==> config.mk <==
export PLATFORM = sky130hd
export DESIGN_NAME = mm_lsu
export DESIGN_NICKNAME = d
export VERILOG_FILES = /design/src/rtl/mm_lsu.sv
export SDC_FILE = /design/constraint.sdc
export NUM_CORES = 1
export LEC_CHECK = 0
export BUFFER_PORTS_ARGS = -buffer_cell sky130_fd_sc_hd__buf_2
export CAP_MARGIN = 20
export CORE_MARGIN = 2
export CORE_UTILIZATION = 45
export DETAILED_ROUTE_END_ITERATION = 7
export PLACE_DENSITY = 0.68
export SLEW_MARGIN = 20
export SYNTH_ARGS = -nofsm -noshare
export SYNTH_HDL_FRONTEND = slang
export SYNTH_SLANG_ARGS = --single-unit
==> constraint.sdc <==
create_clock -name clk -period 3.6 [get_ports clk]
set_input_delay 0.72 -clock clk [delete_from_list [all_inputs] [get_ports clk]]
set_output_delay 0.72 -clock clk [all_outputs]
set_load 0.01 [all_outputs]
==> src/rtl/mm_lsu.sv <==
// mm_lsu: byte-serial memory-stage load/store unit between EX and WB.
// Define MM_LSU_MISALIGN_TRAP_EN to trap misaligned half/word accesses.
module mm_lsu #(
  parameter int ADDR_W  = 32,
  parameter int REG_AW  = 5,
  parameter int TIMEOUT = 0
) (
  input  logic              clk,
  input  logic              rst,
  input  logic              we,
  input  logic [REG_AW-1:0] wa,
  input  logic [31:0]       wn,
  input  logic [31:0]       mm_mem_n,
  input  logic [4:0]        mm_mem_e,
  output logic              we_o,
  output logic [REG_AW-1:0] wa_o,
  output logic [31:0]       wn_o,
  output logic              stl,
  output logic              err,
  output logic              mem_req,
  output logic              mem_wr,
  output logic [ADDR_W-1:0] mem_a,
  output logic [7:0]        mem_dout,
  input  logic [7:0]        mem_din,
  input  logic              mem_ack
);

  typedef enum logic [1:0] {IDLE, BUS, DONE} state_t;

  localparam int WW = (TIMEOUT > 1) ? $clog2(TIMEOUT) : 1;
  localparam logic [WW-1:0] TLAST =
    WW'((TIMEOUT > 0) ? TIMEOUT - 1 : 0);

  state_t              state, nstate;
  logic [1:0]          cnt;
  logic [ADDR_W-1:0]   addr;
  logic [31:0]         sdat;
  logic [31:0]         rbuf;
  logic [31:0]         ext;
  logic [1:0]          size;
  logic                st, uns, lwe;
  logic [REG_AW-1:0]   lwa;
  logic [WW-1:0]       wcnt;
  logic                mop, last, tmo, mis;

  assign mop  = mm_mem_e[4];
  assign last = (cnt == size);
  assign tmo  = (TIMEOUT > 0) && (wcnt == TLAST);

`ifdef MM_LSU_MISALIGN_TRAP_EN
  assign mis = ((mm_mem_e[3:2] == 2'd1) && wn[0]) ||
               ((mm_mem_e[3:2] == 2'd3) && (wn[1:0] != 2'd0));
`else
  assign mis = 1'b0;
`endif

  always_ff @(posedge clk or negedge rst) begin
    if (!rst) state <= IDLE;
    else      state <= nstate;
  end

  always_comb begin
    nstate = state;
    unique case (state)
      IDLE: if (mop) nstate = mis ? DONE : BUS;
      BUS: begin
        if (mem_ack) begin
          if (last) nstate = DONE;
        end else if (tmo) begin
          nstate = DONE;
        end
      end
      DONE:    nstate = IDLE;
      default: nstate = IDLE;
    endcase
  end

  always_comb begin
    stl      = 1'b0;
    mem_req  = 1'b0;
    mem_wr   = 1'b0;
    mem_a    = '0;
    mem_dout = 8'h00;
    unique case (state)
      IDLE: stl = rst & mop;
      BUS: begin
        stl      = 1'b1;
        mem_req  = 1'b1;
        mem_wr   = st;
        mem_a    = addr + ADDR_W'(cnt);
        mem_dout = sdat[{cnt, 3'b000} +: 8];
      end
      default: ;
    endcase
  end

  // Sign source is the top byte actually transferred
  always_comb begin
    unique case (size)
      2'd0:    ext = {{24{~uns & rbuf[7]}}, rbuf[7:0]};
      2'd1:    ext = {{16{~uns & rbuf[15]}}, rbuf[15:0]};
      default: ext = rbuf;
    endcase
  end

  always_ff @(posedge clk or negedge rst) begin
    if (!rst) begin
      we_o <= 1'b0;
      wa_o <= '0;
      wn_o <= '0;
      err  <= 1'b0;
      cnt  <= '0;
      addr <= '0;
      sdat <= '0;
      rbuf <= '0;
      size <= '0;
      st   <= 1'b0;
      uns  <= 1'b0;
      lwe  <= 1'b0;
      lwa  <= '0;
      wcnt <= '0;
    end else begin
      unique case (state)
        IDLE: begin
          err <= 1'b0;
          if (mop) begin
            addr <= ADDR_W'(wn);
            sdat <= mm_mem_n;
            size <= mm_mem_e[3:2];
            st   <= mm_mem_e[1];
            uns  <= mm_mem_e[0];
            lwa  <= wa;
            lwe  <= we;
            cnt  <= '0;
            wcnt <= '0;
            rbuf <= '0;
            we_o <= 1'b0;
            err  <= mis;
          end else begin
            we_o <= we;
            wa_o <= wa;
            wn_o <= wn;
          end
        end
        BUS: begin
          if (mem_ack) begin
            if (!st) rbuf[{cnt, 3'b000} +: 8] <= mem_din;
            wcnt <= '0;
            if (!last) cnt <= cnt + 2'd1;
          end else if (tmo) begin
            err <= 1'b1;
          end else begin
            wcnt <= wcnt + WW'(1);
          end
        end
        DONE: begin
          err  <= 1'b0;
          wa_o <= lwa;
          // A fault (err) or a store retires nothing to WB
          if (st || err) begin
            we_o <= 1'b0;
            wn_o <= '0;
          end else begin
            we_o <= lwe;
            wn_o <= ext;
          end
        end
        default: ;
      endcase
    end
  end

endmodule

== Yosys cells after proc, flatten, opt, wreduce, memory -nomap -nowiden ==
Index checks and enable logic that the tools add are counted.
W data, S select, Z words.

* Flip-flop bits (word level): 148
* Input bits: 86
* Logic and storage cells: 69

* Add/sub/neg operators: 3
* Eq/ne operators: 10
* Shift operators: 3
* Multiplexer cells: 27
* Bitwise operators: 4
* Reductions and logical operators: 9

{| class="wikitable"
|+ Operators by type and width
! kind !! count
|-
| $mux W32 || 6
|-
| $pmux W32 S2 || 3
|-
| $add A32 B2 Y32 || 1
|-
| $bwmux W32 || 1
|-
| $shift A8 B7 Y32 const A || 1
|-
| $shiftx A32 B6 Y8 || 1
|-
| $shiftx A8 B7 Y32 || 1
|-
| $mux W2 || 6
|-
| $ne A2 B2 Y1 const B || 6
|-
| $pmux W5 S2 || 1
|-
| $mux W8 || 1
|-
| $pmux W2 S2 || 2
|-
| $reduce_and A4 Y1 || 2
|-
| $neg A5 Y7 || 1
|-
| $mux W5 || 1
|-
| $eq A2 B1 Y1 const B || 2
|-
| $logic_not A2 Y1 || 2
|-
| $mux W1 || 4
|-
| $pmux W1 S2 || 2
|-
| $reduce_and A2 Y1 || 2
|-
| $reduce_bool A2 Y1 || 2
|-
| $and A1 B1 Y1 || 3
|-
| $reduce_and A3 Y1 || 1
|-
| $add A2 B1 Y2 const B || 1
|-
| other kinds (3) || 3
|}

== Depth between registers and ports, before layout ==
* Depth after elaboration: 6
* Gate-level depth with buffers: 8

== Worst setup path before layout ==
OpenSTA, ideal clock, no wires.

* Path type: register to output
* Start point: register cnt[0]
* End point: output mem_a[22]
* Arrival: 2.294 ns
* Setup slack: 0.586 ns
* Cell stages (with the launch flop): 8
* Buffers on the path: 1
* Cell sequence: dfrtp_1 -> ha_1 -> fa_1 -> nand4_4 -> or3_4 -> buf_6 -> or4_1 -> a21oi_1

* Word-level cells in the longest chain between the ends: 2

{| class="wikitable"
|+ Ends and longest elaborated chain
! item !! line !! source
|-
| start, declared || 35 || <nowiki>logic [1:0] cnt;</nowiki>
|-
| start signal, assigned || 149 || <nowiki>if (!last) cnt <= cnt + 2'd1;</nowiki>
|-
| $add A32 B2 Y32 || 90 || <nowiki>mem_a = addr + ADDR_W'(cnt);</nowiki>
|-
| $mux W32 || 84 || <nowiki>unique case (state)</nowiki>
|-
| end, declared || 22 || <nowiki>output logic [ADDR_W-1:0] mem_a,</nowiki>
|}

Every way passes these cells.

== Final worst setup path ==
* Start point: register addr[0]
* End point: output mem_a[24]

* Word-level cells in the longest chain between the ends: 2

{| class="wikitable"
|+ Ends and longest elaborated chain
! item !! line !! source
|-
| start, declared || 36 || <nowiki>logic [ADDR_W-1:0] addr;</nowiki>
|-
| start signal, assigned || 127 || <nowiki>addr <= ADDR_W'(wn);</nowiki>
|-
| $add A32 B2 Y32 || 90 ||
|-
| $mux W32 || 84 ||
|}

Every way passes these cells.

==> qor.yml <==
critical_path:
  crit_required_ps: 2880
  startpoint: "addr[0]"
  startpoint_type: "flip-flop"
  cp.arrival_ps: 2670
  r2r-start: "state[0]"
  end_kind: "primary output"
  crit_fanout: 13
  worstSetupPathType: "reg -> out"
sta:
  setup_tns_ps: 0
  min_period_ps: 3390
  final-max-slew-violation-count: 0
  hold_viol_final: 0
  fmax_mhz: 295
  grt_setup_unrepaired: "no"
  finalCritPeriodShare_pct: 94.3
  setup-violations-final: 0
  fin_skew_ps: 6.70
  worst_slew_pin_slew_ps: 1110
  fin_ws_ps: 207
  maxSlewHeadroom_pct: 25.2
grt:
  grt_util_all_layers_pct: 22.7
  grt_pass1_vias: 5902
  grt_max_degree: 149
  antenna_found_initial: 0
  overflow: 0
  grt_pass1_wl_um: 31400
cts:
  numCtsBuffers: 17
  clk_latency_ps: 410
  path_clk_slew_ps: 60
  post_cts_buffers: 0
  holdBufCountCts: 0
  cts_htree_levels: 4
  cts_root_buf: "clkbuf_16"
  cts_tree: "built"
  cts_max_path_buffers: 2
  cts_sinks: 148
synthesis:
  synth_cells: 741
  synth_fa_ha_area_share_pct: 1.27
  netlist_area_um2: 7470
  synth_top_family_by_area: "simple AND/OR/NAND/NOR gates"
  synth-edff-count: 0
  synthMostInstantiatedCell: "dfrtp_1"
  synthDistinctLibCells: 53
  synth-simple-area-share_pct: 16.5
  synth.avg_cell_area_um2: 10.1
  ys_seq_area_share_pct: 49.5
  ys_ff_latch: 148
  synth_compound_area_share_pct: 12.6
  synth_nets: 834
  async_flop_share_pct: 100
  yosys-top-cells-count: "148 x dfrtp_1, 81 x nand2_1, 69 x mux2_2"
  synth_top_area_cell: "dfrtp_1"
  synthTopCellsByArea: "dfrtp_1 50%, mux2_2 10%, nand2_1 4.1%"
  synth-xor-area-share_pct: 1.64
  synth_ff_type: "dfrtp_1"
  synth_top_area_share_pct: 49.5
  synthMuxAreaShare_pct: 14.0
  ys_warn_count: 0
power_and_ir_drop:
  total_leakage_power_nw: 4.02
  clockPowerShare_pct: 20.3
  combPwrFrac_pct: 41.9
  swShare_pct: 39.3
  p_int_mw: 4.86
  peakVddDrop_uv: 398
  switchingPower_mw: 3.14
  seqPwrFrac_pct: 37.7
  power_density_nw_per_um2: 883
placement:
  place.gp.congestion: 0.864
  place_worst_setup_slack_ps: 600
  hpwl_um: 13800
  port_buffers: 166
drt:
  dr.pass1.iters: 5
  drtIter0Drc: 342
  viasPerCell: 5.46
  drcViolationCount: 0
  ant_nets: 0
  wl_um: 19500
  wl_per_cell_um: 17.3
  num_vias: 6149
worst_hold_path:
  hp-class: "in -> async"
layout:
  fillers: 1480
  area_growth_pct: 21.2
  insertedDiodeCount: 0
  layout-drive-gt1-share_pct: 33.2
  nets: 987
floorplan:
  core_area_um2: 16400
  die_x_um: 133
  ioPinCount: 168
  dieHeight_um: 133
  die-area_um2: 17700
  start_util_pct: 45.6
  rows: 47
run:
  max-cap-violations: 0
status:
  status: "complete, no violations"
[stage by stage]
stage	cells	hold slack (ps)	instance area, µm²	util (%)	power (mW)
floorplan	741	424	7470	-	5.17
global placement	1095	455	8500	51.8	6.32
detailed placement	1095	459	8500	51.8	6.39
CTS	1126	474	9050	55.2	8.05
global route	1126	502	9060	55.2	8.56
finish	1126	375	9060	55.2	8.00
[final timing paths]
kind,to,cells past startpoint,slack (ps)
worst max-delay path,mem_a[24],7,210
worst min-delay path,size[0],2,370
worst max register to register,rbuf[11],4,1300
max in group asynchronous,wn_o[24],2,2530
worst min register to register,we_o,2,480
min in group clk,we_o,2,480
[layout make-up]
cell class / count / area, µm² / share of cell area (%)
sequential: 148 / 3700 / 40.9
multi-input combinational: 512 / 3450 / 38.1
timing repair buffer: 178 / 940 / 10.4
clock buffer: 23 / 498 / 5.50
tap: 220 / 275 / 3.04
inverter: 37 / 139 / 1.53
clock inverter: 8 / 50.0 / 0.552
[repair_timing]
| action | CTS | global route |
|---|---|---|
| endpoints found under the setup margin | 0 | 3 |
| resized for setup | 0 | 1 |
| hold endpoints to repair | 0 | 0 |
[cells in the final DEF, fill, tap and decap left out, types with 3 or more instances in the layout]
cell / synthesis / layout
buf_2: 11 / 165
dfrtp_1: 148 / 148
nand2_1: 81 / 81
mux2_2: 69 / 69
o21ai_0: 54 / 54
a21oi_1: 45 / 45
nand3_1: 44 / 44
nor2_1: 39 / 39
inv_1: 36 / 36
o21ai_1: 21 / 21
clkbuf_16: 0 / 17
o31ai_1: 13 / 13
a31oi_1: 13 / 13
and2_1: 12 / 12
or4_1: 11 / 11
xnor2_1: 11 / 11
buf_4: 1 / 11
mux2i_1: 9 / 9
or3_1: 8 / 8
mux4_2: 8 / 8
o21a_1: 8 / 8
nand4_1: 6 / 6
nor4_1: 6 / 6
ha_1: 6 / 6
and3_1: 5 / 5
clkinv_2: 0 / 5
clkbuf_8: 0 / 5
nand2b_1: 4 / 4
nand3b_1: 3 / 3
nor3_1: 3 / 3
xor2_1: 3 / 3
a221oi_2: 3 / 3
nor4_2: 3 / 3
[state kept, by name (all words and copies together), names as in the netlist, 2 cells and up]
register  count
sdat         32
wn_o         32
size          2
lwa           5
state         2
wa_o          5
rbuf         32
cnt           2
addr         32
[layer usage]
metal | track usage [%] | wire length, µm
met2 | 35.3 | 9040
met1 | 31.6 | 8880
met5 | 0 | 0
met3 | 6.05 | 1190
met4 | 6.15 | 332
[cell families after synthesis]
family                     count (synthesis)
DFF                                      148
AOI/OAI and AO/OA                        164
adders and majority gates                  7
xor gates and xnor gates                  14
other                                      1
buffers and inverters                     81
muxes                                     86
and+or+nand+nor                          240
[power groups by stage]
stage / Sequential, mW / Clock [mW] / Combinational, mW
after floorplan: 2.90 / 0 / 2.27
after global placement: 3.01 / 0 / 3.31
final: 3.02 / 1.63 / 3.36
after detailed placement: 3.03 / 0 / 3.36
after CTS: 3.01 / 1.66 / 3.38
after global routing: 3.13 / 1.73 / 3.71
[worst max-delay path: stages, from the launching register on]
cell	delay, ps
dfrtp_1	370
ha_1	210
fa_2	270
nand4_4	150
or3_4	440
or4_1	520
a21oi_1	150
buf_2	150
(Power assumes the default switching activity.)
